<file path="config.mk">
export PLATFORM = sky130hd
export DESIGN_NAME = tmr0_controller_flat
export DESIGN_NICKNAME = d
export VERILOG_FILES = /design/src/rtl/tmr0_controller_if.sv /design/src/rtl/tmr0_controller.sv /design/src/flat_wrapper.sv
export SDC_FILE = /design/constraint.sdc
export NUM_CORES = 1
export LEC_CHECK = 0
export BUFFER_PORTS_ARGS = -buffer_cell sky130_fd_sc_hd__buf_2
export CORE_ASPECT_RATIO = 0.8
export CORE_MARGIN = 1
export CORE_UTILIZATION = 30
export CTS_CLUSTER_DIAMETER = 150
export DETAILED_ROUTE_END_ITERATION = 12
export SLEW_MARGIN = 20
export SYNTH_ARGS = -nofsm -noshare
export SYNTH_HDL_FRONTEND = slang
export SYNTH_SLANG_ARGS = --single-unit
</file>
<file path="constraint.sdc">
create_clock -name clk -period 3.15 [get_ports clk]
set_input_delay 0.63 -clock clk [delete_from_list [all_inputs] [get_ports clk]]
set_output_delay 0.63 -clock clk [all_outputs]
set_load 0.01 [all_outputs]
</file>
<file path="src/rtl/tmr0_controller_if.sv">
// tmr0_controller_if: SFR, count-source and WDT signals of the Timer0 sequencer (master = core side, slave = timer)
interface tmr0_controller_if;
  logic       q_tick;
  logic       t0cki;
  logic       option_wr_en;
  logic [7:0] option_in;
  logic [7:0] option_out;
  logic       tmr0_wr_en;
  logic [7:0] tmr0_in;
  logic [7:0] tmr0_out;
  logic       wdt_tick;
  logic       wdt_clr;
  logic       wdt_ovf_tick;
  logic       t0if_set;
  modport master (
    output q_tick, t0cki, option_wr_en, option_in, tmr0_wr_en, tmr0_in, wdt_tick, wdt_clr,
    input  option_out, tmr0_out, wdt_ovf_tick, t0if_set
  );
  modport slave (
    input  q_tick, t0cki, option_wr_en, option_in, tmr0_wr_en, tmr0_in, wdt_tick, wdt_clr,
    output option_out, tmr0_out, wdt_ovf_tick, t0if_set
  );
endinterface

</file>
<file path="src/rtl/tmr0_controller.sv">
// tmr0_controller: Timer0/OPTION/shared-prescaler sequencer; ports clk, rst (sync, active-high), bus (tmr0_controller_if.slave)
module tmr0_controller #(
  parameter logic [7:0] OPTION_RESET   = 8'hFF,
  parameter logic [7:0] TMR0_RESET     = 8'h00,
  parameter int         SYNC_STAGES    = 2,
  parameter int         INHIBIT_CYCLES = 2
) (
  input logic             clk,
  input logic             rst,
  tmr0_controller_if.slave bus
);
  localparam int IW = $clog2(INHIBIT_CYCLES + 2);
  typedef enum logic {RUN, INH} state_t;
  state_t                 st_q;
  logic [IW-1:0]          inh_q;
  logic [7:0]             opt_q, tmr0_q, ps_q, ps_d, mask_t, mask_w;
  logic [SYNC_STAGES:0]   sync_q;
  logic                   t0if_q, wovf_q, wovf_d;
  logic                   psa, rise, fall, src, ps_clr, inc_ev, inc;
  assign psa    = opt_q[3];
  // top sync_q bit is the previous synchronised sample, used only for edge detection
  assign rise   = sync_q[SYNC_STAGES-1] & ~sync_q[SYNC_STAGES];
  assign fall   = ~sync_q[SYNC_STAGES-1] & sync_q[SYNC_STAGES];
  assign src    = opt_q[5] ? (opt_q[4] ? fall : rise) : bus.q_tick;
  assign mask_t = 8'((9'd2 << opt_q[2:0]) - 9'd1);
  assign mask_w = 8'((9'd1 << opt_q[2:0]) - 9'd1);
  assign ps_clr = (psa ? bus.wdt_clr : bus.tmr0_wr_en) | (bus.option_wr_en & (bus.option_in[3] != psa));
  assign ps_d   = ps_clr ? 8'h00 : (psa ? bus.wdt_tick : src) ? ps_q + 8'h01 : ps_q;
  // a prescaled event fires on the count that wraps the selected low bits back to zero
  assign inc_ev = psa ? src : src & ~ps_clr & ((ps_q & mask_t) == mask_t);
  assign inc    = inc_ev & (st_q == RUN);
  assign wovf_d = bus.wdt_tick & ~bus.wdt_clr & (~psa | (~ps_clr & ((ps_q & mask_w) == mask_w)));
  always_ff @(posedge clk) begin
    if (rst) begin
      opt_q  <= OPTION_RESET;
      tmr0_q <= TMR0_RESET;
      ps_q   <= '0;
      sync_q <= '0;
      inh_q  <= '0;
      st_q   <= RUN;
      t0if_q <= 1'b0;
      wovf_q <= 1'b0;
    end else begin
      sync_q <= {sync_q[SYNC_STAGES-1:0], bus.t0cki};
      ps_q   <= ps_d;
      wovf_q <= wovf_d;
      if (bus.option_wr_en) opt_q <= bus.option_in;
      if (bus.tmr0_wr_en) begin
        st_q  <= INH;
        inh_q <= IW'(INHIBIT_CYCLES);
      end else if (st_q == INH && bus.q_tick) begin
        inh_q <= inh_q - IW'(1);
        st_q  <= (inh_q == IW'(1)) ? RUN : INH;
      end
      tmr0_q <= bus.tmr0_wr_en ? bus.tmr0_in : inc ? tmr0_q + 8'h01 : tmr0_q;
      t0if_q <= ~bus.tmr0_wr_en & inc & (tmr0_q == 8'hFF);
    end
  end
  assign bus.option_out   = opt_q;
  assign bus.tmr0_out     = tmr0_q;
  assign bus.t0if_set     = t0if_q;
  assign bus.wdt_ovf_tick = wovf_q;
endmodule

</file>
<file path="src/flat_wrapper.sv">
// flat-port wrapper written by rule: the top's interface ports become plain ports
module tmr0_controller_flat 
#(
  parameter logic [7:0] OPTION_RESET   = 8'hFF,
  parameter logic [7:0] TMR0_RESET     = 8'h00,
  parameter int         SYNC_STAGES    = 2,
  parameter int         INHIBIT_CYCLES = 2
)
  (clk, rst, bus_q_tick, bus_t0cki, bus_option_wr_en, bus_option_in, bus_tmr0_wr_en, bus_tmr0_in, bus_wdt_tick, bus_wdt_clr, bus_option_out, bus_tmr0_out, bus_wdt_ovf_tick, bus_t0if_set);
  tmr0_controller_if bus_i ();
  input logic clk;
  input logic rst;
  input wire logic [$bits(bus_i.q_tick)-1:0] bus_q_tick;
  input wire logic [$bits(bus_i.t0cki)-1:0] bus_t0cki;
  input wire logic [$bits(bus_i.option_wr_en)-1:0] bus_option_wr_en;
  input wire logic [$bits(bus_i.option_in)-1:0] bus_option_in;
  input wire logic [$bits(bus_i.tmr0_wr_en)-1:0] bus_tmr0_wr_en;
  input wire logic [$bits(bus_i.tmr0_in)-1:0] bus_tmr0_in;
  input wire logic [$bits(bus_i.wdt_tick)-1:0] bus_wdt_tick;
  input wire logic [$bits(bus_i.wdt_clr)-1:0] bus_wdt_clr;
  output wire logic [$bits(bus_i.option_out)-1:0] bus_option_out;
  output wire logic [$bits(bus_i.tmr0_out)-1:0] bus_tmr0_out;
  output wire logic [$bits(bus_i.wdt_ovf_tick)-1:0] bus_wdt_ovf_tick;
  output wire logic [$bits(bus_i.t0if_set)-1:0] bus_t0if_set;
  assign bus_i.q_tick = bus_q_tick;
  assign bus_i.t0cki = bus_t0cki;
  assign bus_i.option_wr_en = bus_option_wr_en;
  assign bus_i.option_in = bus_option_in;
  assign bus_i.tmr0_wr_en = bus_tmr0_wr_en;
  assign bus_i.tmr0_in = bus_tmr0_in;
  assign bus_i.wdt_tick = bus_wdt_tick;
  assign bus_i.wdt_clr = bus_wdt_clr;
  assign bus_option_out = bus_i.option_out;
  assign bus_tmr0_out = bus_i.tmr0_out;
  assign bus_wdt_ovf_tick = bus_i.wdt_ovf_tick;
  assign bus_t0if_set = bus_i.t0if_set;
  tmr0_controller #(.OPTION_RESET(OPTION_RESET), .TMR0_RESET(TMR0_RESET), .SYNC_STAGES(SYNC_STAGES), .INHIBIT_CYCLES(INHIBIT_CYCLES)) u_core (.clk(clk), .rst(rst), .bus(bus_i));
endmodule
</file>
Word-level counts from Yosys, hierarchy flattened

Cells that the tools add are included.

Register bits: 32
Logic and storage cells: 60

Add/sub/neg operators: 5
Eq/ne operators: 5
Shifts and indexed selects: 2
Mux-type cells: 12
Bitwise operators: 22
Reduce and logical (&&, ||, !) cells: 5

Operators with widths:

| kind                | count |
|---|---|
| $add 8x1->8 const B | 2 |
| $and 8x8->8         | 2 |
| $eq 8x8->1          | 2 |
| $mux 8              | 2 |
| $sub 8x1->8 const B | 2 |
| $and 1x1->1         | 11 |
| $eq 8x8->1 const B  | 1 |
| $mux 1              | 8 |
| $shl 1x3->8 const A | 1 |
| $shl 2x3->8 const A | 1 |
| $not 1->1           | 7 |
| $mux 2              | 2 |
| $reduce_bool 2->1   | 2 |
| $reduce_or 2->1     | 2 |
| $eq 2x1->1 const B  | 1 |
| $or 1x1->1          | 2 |
| $sub 2x1->2 const B | 1 |
| $logic_and 1x1->1   | 1 |
| $ne 1x1->1          | 1 |

Longest topological paths before layout

Gate-level depths: netlist (run 1).

Depth in word-level cells: 10
Mapped depth: 7
Mapped depth without buffers: 6

Least setup slack after synthesis (run 1)

No wires, ideal clock.

Path type: input to register
Start: input port bus_option_wr_en
End: register u_core.tmr0_q[0] (netlist: u_core.bus.tmr0_out[0])
Arrival time: 2.005 ns
Data required time: 3.028 ns
Setup slack: 1.023 ns
Stages on the path: 5
Path buffers: 1
Cell sequence: clkbuf_1 -> a221oi_2 -> a41o_1 -> a21boi_1 -> o311a_1

Cells in the longest elaborated chain, start to end: 8

Ends and longest elaborated chain:

| item                               | RTL line              | source |
|---|---|---|
| start, declared                    | flat_wrapper.sv:15    | `input wire logic [$bits(bus_i.option_wr_en)-1:0] bus_option_wr_en;` |
| $and 1x1->1                        | tmr0_controller.sv:27 | `assign ps_clr = (psa ? bus.wdt_clr : bus.tmr0_wr_en) \| (bus.option_wr_en & (bus.option_in[3] != psa));` |
| $or 1x1->1                         | tmr0_controller.sv:27 |  |
| $not 1->1                          | tmr0_controller.sv:30 | `assign inc_ev = psa ? src : src & ~ps_clr & ((ps_q & mask_t) == mask_t);` |
| $and 1x1->1 (2 in a row)           | tmr0_controller.sv:30 |  |
| $mux 1                             | tmr0_controller.sv:30 |  |
| $and 1x1->1                        | tmr0_controller.sv:31 | `assign inc = inc_ev & (st_q == RUN);` |
| $reduce_bool 2->1 (no source line) | n/a                   |  |
| end signal, assigned               | tmr0_controller.sv:55 | `tmr0_q <= bus.tmr0_wr_en ? bus.tmr0_in : inc ? tmr0_q + 8'h01 : tmr0_q;` |
| end, declared                      | tmr0_controller.sv:16 | `logic [7:0] opt_q, tmr0_q, ps_q, ps_d, mask_t, mask_w;` |

Every way passes these cells.
A chain may end at the register's enable or synchronous reset.

Worst setup path in the final report (run 1)

Start: input port bus_tmr0_wr_en
End: register u_core.tmr0_q[0] (netlist: u_core.bus.tmr0_out[0])

Cells in the longest elaborated chain, start to end: 8
Elaborated cells between the ends (all ways): 9
Those cells by class: mux: 3; bitwise: 5; reduce/logical: 1

Ends and longest elaborated chain:

| item                               | RTL line              | source |
|---|---|---|
| start, declared                    | flat_wrapper.sv:17    | `input wire logic [$bits(bus_i.tmr0_wr_en)-1:0] bus_tmr0_wr_en;` |
| $mux 1                             | tmr0_controller.sv:27 |  |
| $or 1x1->1                         | tmr0_controller.sv:27 |  |
| $not 1->1                          | tmr0_controller.sv:30 |  |
| $and 1x1->1 (2 in a row)           | tmr0_controller.sv:30 |  |
| $mux 1                             | tmr0_controller.sv:30 |  |
| $and 1x1->1                        | tmr0_controller.sv:31 |  |
| $reduce_bool 2->1 (no source line) | n/a                   |  |

Parallel ways exist; a longest one is shown, timed or not.

==> impl_metrics.py, run 1 <==
metrics = {
    "outcome": {
        "outcome": "finished with violations",
        "violations": "DRC",
    },
    "yosys": {
        "syn-instance-count": 184,
        "ys.flop_type": "dfxtp_1",
        "ys_seq_area_frac": 0.3988,
        "synth_warnings": 0,
        "synth.most_common_cell": "dfxtp_1",
        "synth_edf_count": 0,
        "synthDistinctLibCells": 41,
        "synth.top_cells.by_count": "dfxtp_1 (32), nand2_1 (20), nor2_1 (16)",
        "synth.area.top_cells": "dfxtp_1 (40%), mux2i_1 (5.6%), nand2_1 (4.7%), xor2_1 (4.4%), nor2_1 (3.7%)",
        "yosys_register_bits": 32,
        "syn_nets": 211,
        "syn_area_um2": 1607,
        "ys_async_sr_fraction": 0,
        "synth.top_cell.area_share": 0.3988,
        "synth_top_area_cell": "dfxtp_1",
        "avgSynthCellArea_um2": 8.731,
    },
    "timing": {
        "max_freq_ghz": 0.4564,
        "tightest_slew_ns": 0.5665,
        "period_minus_slack_ns": 2.191,
        "setup_viol": 0,
        "max_slew_margin": 0.6198,
        "maxSlewViolCount": 0,
        "fin_crit_sh": 0.6956,
        "finalHoldViolCount": 0,
        "fin_worst_skew_ns": 0.007420,
        "final.setup.worst_slack_ns": 0.9588,
        "rsz0062_at_grt": "no",
        "tns_ns": 0,
    },
    "global_route": {
        "overflow": 0,
        "grt_antenna_before_repair": 0,
        "grt_pass1_vias": 1382,
        "grt_max_degree": 20,
        "grt_usage": 0.1506,
        "grt_pass1_wl_mm": 6.568,
    },
    "worst_setup_path": {
        "path_max_fanout": 19,
        "critPathArrivalTime_ns": 2.37,
        "path_buf_inv": 2,
        "endpoint_kind": "flip-flop",
        "max_stage_delay_ns": 0.45,
        "cp_slowest_cell": "a41o_1",
        "crit_family": "compound AO/OA/AOI/OAI gates",
        "critPathRequiredTime_ns": 3.33,
        "path_class": "input port to flip-flop",
        "critPathLaunchType": "input port",
        "path_cells": "buf_2 -> inv_1 -> nor2_1 -> a221oi_2 -> a41o_1 -> a21boi_1 -> o311a_1",
    },
    "floorplanning": {
        "io_pins": 42,
        "start_util": 0.3154,
        "die-height_um": 67.46,
        "dieWidth_um": 83.82,
        "rows": 23,
        "core_area_um2": 5094,
        "dieArea_um2": 5654,
    },
    "layout": {
        "diodes": 0,
        "nets": 253,
        "drive_gt1_frac": 0.2366,
        "area_growth_syn_to_layout_pct": 19.78,
    },
    "power_and_ir_drop": {
        "peakVddDrop_mv": 0.1318,
        "power.density_nw_per_um2": 439.3,
        "p_leak_uw": 0.0007859,
    },
    "clocking": {
        "cts_tree": "yes",
        "clk_pin_slew_ns": 0.06,
        "cts_made_buffers": 5,
        "cts.sinks": 32,
        "hold_buffers": 0,
        "clkLatencyLatePin_ns": 0.29,
        "postCtsSetupBuffers": 0,
        "htree_levels": 2,
        "ctsLongestPathBuffers": 2,
        "cts_resized": 0,
        "root_buffer": "clkbuf_8",
    },
    "route": {
        "vias": 1482,
        "drc": 5,
        "wire_per_inst_um": 13.22,
        "dr.pass1.iters": 8,
        "via_per_inst": 5.182,
        "drt-total-wl_mm": 3.781,
        "drt-initial-drc-count": 53,
        "drt.antenna.violating_nets": 0,
    },
    "flow_run": {
        "maxCapViolations": 0,
    },
    "place": {
        "dp_slack_ns": 0.6708,
        "place_congestion": 0.8111,
        "port_buffers": 41,
        "place_hpwl_mm": 2.716,
    },
    "hold_path": {
        "hold_class": "flip-flop to flip-flop",
    },
}
sequential cells by signal (all words and copies together), names as in the netlist:
name and count:
u_core.bus.tmr0_out 8, u_core.inh_q 2, u_core.bus.t0if_set 1, u_core.bus.wdt_ovf_tick 1
u_core.sync_q 3, u_core.ps_q 8, u_core.st_q 1, u_core.bus.option_out 8
layout make-up:
type | count | area [um^2]
Clock buffer | 5 | 68.82
Fill cell | 511 | 3169
Inverter | 8 | 30.03
Multi-Input combinational cell | 138 | 902.1
Sequential cell | 32 | 640.6
Tap cell | 62 | 77.57
Timing Repair Buffer | 41 | 205.2
where the power goes:
group          switching (uW)  leakage (uW)  internal (uW)  total, uW
clock                     140     0.0000359            142        282
sequential               24.9      0.000263            423        448
combinational            64.3      0.000487           51.1        115
total                     229      0.000786            616        845
cell usage in the layout (no fill, tap or decap), drive strengths merged, types with 2 or more instances in the layout:
| cell | n |
|---|---|
| dfxtp | 32 |
| ha | 3 |
| a221oi | 2 |
| inv | 8 |
| nand2 | 20 |
| o21ai | 12 |
| nor4 | 8 |
| xor2 | 8 |
| or3b | 2 |
| nor2b | 4 |
| nand2b | 3 |
| nand4 | 7 |
| and4 | 2 |
| mux2i | 9 |
| a211oi | 4 |
| and3 | 2 |
| nor3 | 5 |
| clkbuf | 5 |
| buf | 41 |
| o211ai | 3 |
| a21oi | 8 |
| nor2 | 16 |
| a31oi | 3 |
| or2 | 2 |
| nand3 | 3 |
metal layers:
layer	vias up	wire length, um	track usage
met5	-	0	0
met4	0	49	0.05172
met3	6	241	0.04768
met2	44	1526	0.2295
met1	685	1962	0.2021
li1	747	-	-
worst paths after layout:
check	start	to	slack, ns	depth (start not counted)
worst max-delay path	bus_tmr0_wr_en	u_core.bus.tmr0_out[0]	0.96	7
worst min-delay path	u_core.sync_q[0]	u_core.sync_q[1]	0.44	1
worst max register to register	u_core.bus.option_out[3]	u_core.bus.tmr0_out[0]	1.02	5
worst min register to register	u_core.sync_q[0]	u_core.sync_q[1]	0.44	1
cell families after synthesis:
group | Yosys count | share of synthesized area
AND/OR/NAND/NOR | 77 | 0.2469
AO/OA/AOI/OAI | 40 | 0.1861
flip-flops | 32 | 0.3988
buffers and inverters | 14 | 0.03972
XOR/XNOR | 9 | 0.04907
multiplexers | 9 | 0.05608
adder cells (fa/ha/maj) | 3 | 0.02337
metrics by stage:
| stage | cell area [um^2] | std cells | utilization | hold slack, ns | power (uW) |
|---|---|---|---|---|---|
| floorplan | 1607 | 184 | - | 0.4138 | 528.1 |
| global placement | 1856 | 281 | 0.3643 | 0.4159 | 572.5 |
| global route | 1924 | 286 | 0.3778 | 0.4657 | 888.3 |
| CTS | 1924 | 286 | 0.3778 | 0.4417 | 854.3 |
| finish | 1924 | 286 | 0.3778 | 0.4357 | 845.4 |
| detailed placement | 1856 | 281 | 0.3643 | 0.4275 | 572.7 |
No activity file was read; power rests on OpenSTA's default activity.
==> run 2: changes to the inputs <==
==> constraint.sdc (replaced) <==
create_clock -name clk -period 2 [get_ports clk]
set_input_delay 0.4 -clock clk [delete_from_list [all_inputs] [get_ports clk]]
set_output_delay 0.4 -clock clk [all_outputs]
set_load 0.01 [all_outputs]
==> impl_metrics.py, run 2 (same netlist as run 1, synthesis figures left out) <==
metrics = {
    "worst_setup_path": {
        "endpoint_kind": "flip-flop",
        "crit_family": "simple AND/OR/NAND/NOR gates",
        "path_class": "flip-flop to flip-flop",
        "path_buf_inv": 0,
        "crit_top_cell": "or3b_4",
        "critPathArrivalTime_ns": 2.12,
        "critPathLaunchType": "flip-flop",
        "critPathRequiredTime_ns": 2.22,
        "path_max_fanout": 7,
        "max_stage_delay_ns": 0.40,
        "cp_slowest_cell": "or3b_4",
        "path_cells": "or3b_4 -> a31o_4 -> or3b_4 -> or3_1 -> a31oi_1",
    },
    "layout": {
        "final_util": 0.4058,
        "area_growth_syn_to_layout_pct": 28.66,
        "multi_input_area_um2": 910.9,
        "diodes": 0,
        "drive_gt1_frac": 0.3058,
        "nets": 269,
        "final_cell_mix": "buf_2 (41), dfxtp_1 (31), nand2_1 (20), nor2_1 (16), buf_4 (16)",
        "final_common_cell": "buf_2",
        "regArea_um2": 641.9,
        "num-fill-cells": 519,
    },
    "power_and_ir_drop": {
        "p_seq_frac": 0.505,
        "p_clk_frac": 0.343,
        "p_leak_uw": 0.0008705,
        "p_int_uw": 1002,
        "net-switching-power_uw": 387.4,
        "comb_power_share": 0.151,
        "power.density_nw_per_um2": 672.2,
        "switching_share": 0.2788,
        "peakVddDrop_mv": 0.2675,
    },
    "global_route": {
        "grt_pass1_wl_mm": 6.858,
        "use_met3": 0.06235,
        "grt-busiest-layer": "met2",
        "grt_antenna_before_repair": 0,
        "grtUsageMet2": 0.2377,
        "grtUsageMet1": 0.2080,
        "overflow": 0,
        "grt_usage": 0.1582,
        "grt_max_degree": 19,
        "grt_pass1_vias": 1431,
    },
    "place": {
        "place_hpwl_mm": 2.978,
        "dp_slack_ns": 0.08717,
        "port_buffers": 41,
        "place_congestion": 0.9044,
    },
    "timing": {
        "final.setup.worst_slack_ns": 0.1035,
        "maxSlewViolCount": 0,
        "tightest_slew_ns": 0.4870,
        "period_minus_slack_ns": 1.897,
        "fin_worst_skew_ns": 0.005985,
        "setup_viol": 0,
        "max_slew_margin": 0.6750,
        "fin_crit_sh": 0.9483,
        "tns_ns": 0,
        "finalHoldViolCount": 0,
        "max_freq_ghz": 0.5273,
        "rsz0062_at_grt": "no",
    },
    "clocking": {
        "cts.sinks": 32,
        "clk_pin_slew_ns": 0.07,
        "cts_tree": "yes",
        "ctsLongestPathBuffers": 2,
        "clkLatencyLatePin_ns": 0.29,
        "htree_levels": 2,
        "hold_buffers": 0,
        "root_buffer": "clkbuf_8",
        "postCtsSetupBuffers": 0,
        "cts_made_buffers": 5,
    },
    "outcome": {
        "outcome": "finished with violations",
        "violations": "DRC",
    },
    "hold_path": {
        "hold_class": "input port to flip-flop",
    },
    "floorplanning": {
        "rows": 23,
        "dieArea_um2": 5654,
        "dieWidth_um": 83.82,
        "die-height_um": 67.46,
        "core_area_um2": 5094,
        "io_pins": 42,
        "start_util": 0.3154,
    },
    "route": {
        "drt-total-wl_mm": 4.012,
        "drc": 5,
        "dr.pass1.iters": 8,
        "drt.antenna.violating_nets": 0,
        "drt-initial-drc-count": 73,
        "wire_per_inst_um": 13.20,
        "via_per_inst": 5.135,
        "vias": 1561,
    },
    "flow_run": {
        "maxCapViolations": 0,
    },
}
run 2: cell count changes in the layout (fill, tap and decap cells not counted), sizes merged:
cell	delta
buf	+16
clkinv	+1
clkinvlp	+1
run 2: area by class of cell:
cell class	count	area share
flip-flops and latches	32	0.3105
clock inverters	2	0.006053
repair buffers	57	0.1574
multi-input cells	138	0.4407
clock buffers	5	0.03329
inverters	8	0.01453
well taps	62	0.03753
run 2: per-layer routing:
metal,wire length [um],vias up
met5,0,-
met4,33,0
met3,298,4
met2,1718,54
met1,1962,719
li1,-,784
run 2: through the flow:
stage               hold WS (ns)  cells  total power, uW  area [um^2]
floorplan                 0.4138    184            831.8         1607
detailed placement        0.4204    297            925.8         1976
CTS                       0.3013    304             1417         2057
global route              0.3159    304             1476         2067
finish                    0.3130    304             1389         2067
global placement          0.4221    297            925.0         1976
run 2: power groups by stage:
stage | sequential [uW] | clock, uW | combinational [uW]
floorplan | 718 | 0 | 114
global placement | 714 | 0 | 211
detailed placement | 715 | 0 | 211
CTS | 700 | 505 | 212
global route | 706 | 533 | 236
finish | 702 | 477 | 210
run 2: path summary, 6_finish.rpt:
kind / start / end / slack [ns] / cells after the start
worst min register to register: u_core.sync_q[0] / u_core.sync_q[1] / 0.44 / 1
worst min-delay path: bus_t0cki / u_core.sync_q[0] / 0.31 / 2
worst max-delay path: u_core.sync_q[1] / u_core.bus.tmr0_out[2] / 0.10 / 5
worst max register to register: u_core.sync_q[1] / u_core.bus.tmr0_out[2] / 0.10 / 5
run 2: timing repair:
| item | 4_1_cts | 5_1_grt |
|---|---|---|
| gates resized for setup | 0 | 3 |
| hold endpoints to repair | 0 | 0 |
| endpoints found under the setup margin | 0 | 1 |
run 2: worst register-to-register path: cells and delay by family, from the launching register on:
kind	cells	cell delay, ns
AND/OR/NAND/NOR	3	1.09
flip-flops	1	0.34
AO/OA/AOI/OAI	2	0.40
==> run 3: changes to the inputs <==
--- a/config.mk
+++ b/config.mk
@@ -10,7 +10,9 @@
 export CORE_MARGIN = 1
 export CORE_UTILIZATION = 30
 export CTS_CLUSTER_DIAMETER = 150
+export CTS_CLUSTER_SIZE = 16
 export DETAILED_ROUTE_END_ITERATION = 12
+export PLACE_DENSITY = 0.54
 export SLEW_MARGIN = 20
 export SYNTH_ARGS = -nofsm -noshare
 export SYNTH_HDL_FRONTEND = slang
==> impl_metrics.py, run 3 (same netlist as run 1, synthesis figures left out) <==
metrics = {
    "outcome": {
        "outcome": "finished with violations",
        "violations": "DRC",
    },
    "power_and_ir_drop": {
        "power.density_nw_per_um2": 672.7,
        "peakVddDrop_mv": 0.2607,
        "p_leak_uw": 0.0008541,
    },
    "timing": {
        "finalHoldViolCount": 0,
        "setup_viol": 0,
        "fin_crit_sh": 0.9633,
        "rsz0062_at_grt": "yes",
        "fin_worst_skew_ns": 0.007692,
        "tightest_slew_ns": 0.4710,
        "max_slew_margin": 0.6857,
        "period_minus_slack_ns": 1.927,
        "maxSlewViolCount": 0,
        "max_freq_ghz": 0.5191,
    },
    "place": {
        "place_area_um2": 1953,
        "dp_cells": 294,
        "port_buffers": 41,
        "place_congestion": 0.7668,
        "place_hpwl_mm": 2.876,
    },
    "clocking": {
        "cts_tree": "yes",
        "postCtsSetupBuffers": 0,
        "root_buffer": "clkbuf_8",
        "hold_buffers": 0,
        "cts_made_buffers": 5,
        "clkLatencyLatePin_ns": 0.29,
        "clk_pin_slew_ns": 0.07,
        "ctsLongestPathBuffers": 2,
        "cts_resized": 0,
        "cts.sinks": 32,
        "htree_levels": 2,
    },
    "hold_path": {
        "hold_class": "input port to flip-flop",
        "min_path_cells": 2,
    },
    "layout": {
        "final_common_cell": "buf_2",
        "final-instance-count-excl-fill": 301,
        "nets": 266,
        "diodes": 0,
        "final_cell_mix": "buf_2 (41), dfxtp_1 (30), nand2_1 (20), nor2_1 (16), buf_4 (13)",
        "post-route-cell-area_um2": 2041,
        "drive_gt1_frac": 0.2971,
        "area_growth_syn_to_layout_pct": 27.03,
    },
    "floorplanning": {
        "start_util": 0.3154,
        "io_pins": 42,
        "dieArea_um2": 5654,
        "die-height_um": 67.46,
        "rows": 23,
        "core_area_um2": 5094,
        "dieWidth_um": 83.82,
    },
    "route": {
        "drc": 6,
        "via_per_inst": 4.983,
        "drt.antenna.violating_nets": 0,
        "vias": 1500,
        "wire_per_inst_um": 13.46,
        "drt-initial-drc-count": 73,
        "dr.pass1.iters": 8,
        "drt-total-wl_mm": 4.051,
    },
    "global_route": {
        "grt_antenna_before_repair": 0,
        "grt_pass1_wl_mm": 6.810,
        "grt_pass1_vias": 1426,
        "overflow": 0,
        "grt_usage": 0.1565,
        "grt_max_degree": 19,
    },
    "worst_setup_path": {
        "path_max_fanout": 9,
        "critPathLaunchType": "flip-flop",
        "reg2regPathDepth": 7,
        "critPathRequiredTime_ns": 2.18,
        "path_class": "flip-flop to flip-flop",
        "endpoint_kind": "flip-flop",
        "critPathArrivalTime_ns": 2.11,
    },
    "flow_run": {
        "maxCapViolations": 0,
    },
}
run 3: per-layer routing:
metal | up-vias | track usage | part of all wire
li1 | 778 | - | -
met4 | 0 | 0.07112 | 0.014
met3 | 5 | 0.04156 | 0.064
met1 | 672 | 0.2154 | 0.53
met5 | - | 0 | 0
met2 | 45 | 0.2295 | 0.39
run 3: layout make-up:
class	count	area (um^2)
Fill cell	527	3053
Inverter	8	30.03
Timing Repair Buffer	54	302.8
Clock buffer	6	72.57
Sequential cell	32	643.1
Clock inverter	1	5.005
Multi-Input combinational cell	138	909.6
Tap cell	62	77.57
run 3: critical path: stages, from the launching register on:
cell and delay (ns):
dfxtp_1 0.37, nand2b_1 0.15, a21oi_1 0.07, a311oi_1 0.33
buf_4 0.19, a41o_2 0.31, a31oi_1 0.11, a221oi_1 0.28
run 3: final timing paths:
path,start,slack (ns),to
setup / recovery,u_core.ps_q[5],0.07,u_core.bus.tmr0_out[1]
hold / removal,bus_t0cki,0.32,u_core.sync_q[0]
setup reg to reg,u_core.ps_q[5],0.07,u_core.bus.tmr0_out[1]
hold reg to reg,u_core.sync_q[0],0.44,u_core.sync_q[1]
run 3: power by group:
group	total [uW]	leakage, uW	internal, uW	switching, uW
combinational	207	0.000550	96.2	111
clock	464	0.0000410	236	228
sequential	701	0.000263	667	34.4
total	1370	0.000854	999	374
run 3: through the flow:
| stage | total power [uW] | util | TNS, ns | hold slack [ns] | setup WS [ns] |
|---|---|---|---|---|---|
| 4_1_cts | 1390 | 0.3987 | 0 | 0.3148 | 0.02313 |
| 6_report | 1373 | 0.4006 | 0 | 0.3219 | 0.07342 |
| 3_5_place_dp | 920.6 | 0.3834 | 0 | 0.4227 | 0.01482 |
| 5_1_grt | 1449 | 0.4006 | -0.01228 | 0.3392 | -0.01228 |
| 2_1_floorplan | 831.8 | - | 0 | 0.4138 | 0.1030 |
| 3_3_place_gp | 919.9 | 0.3834 | 0 | 0.4231 | 0.03149 |
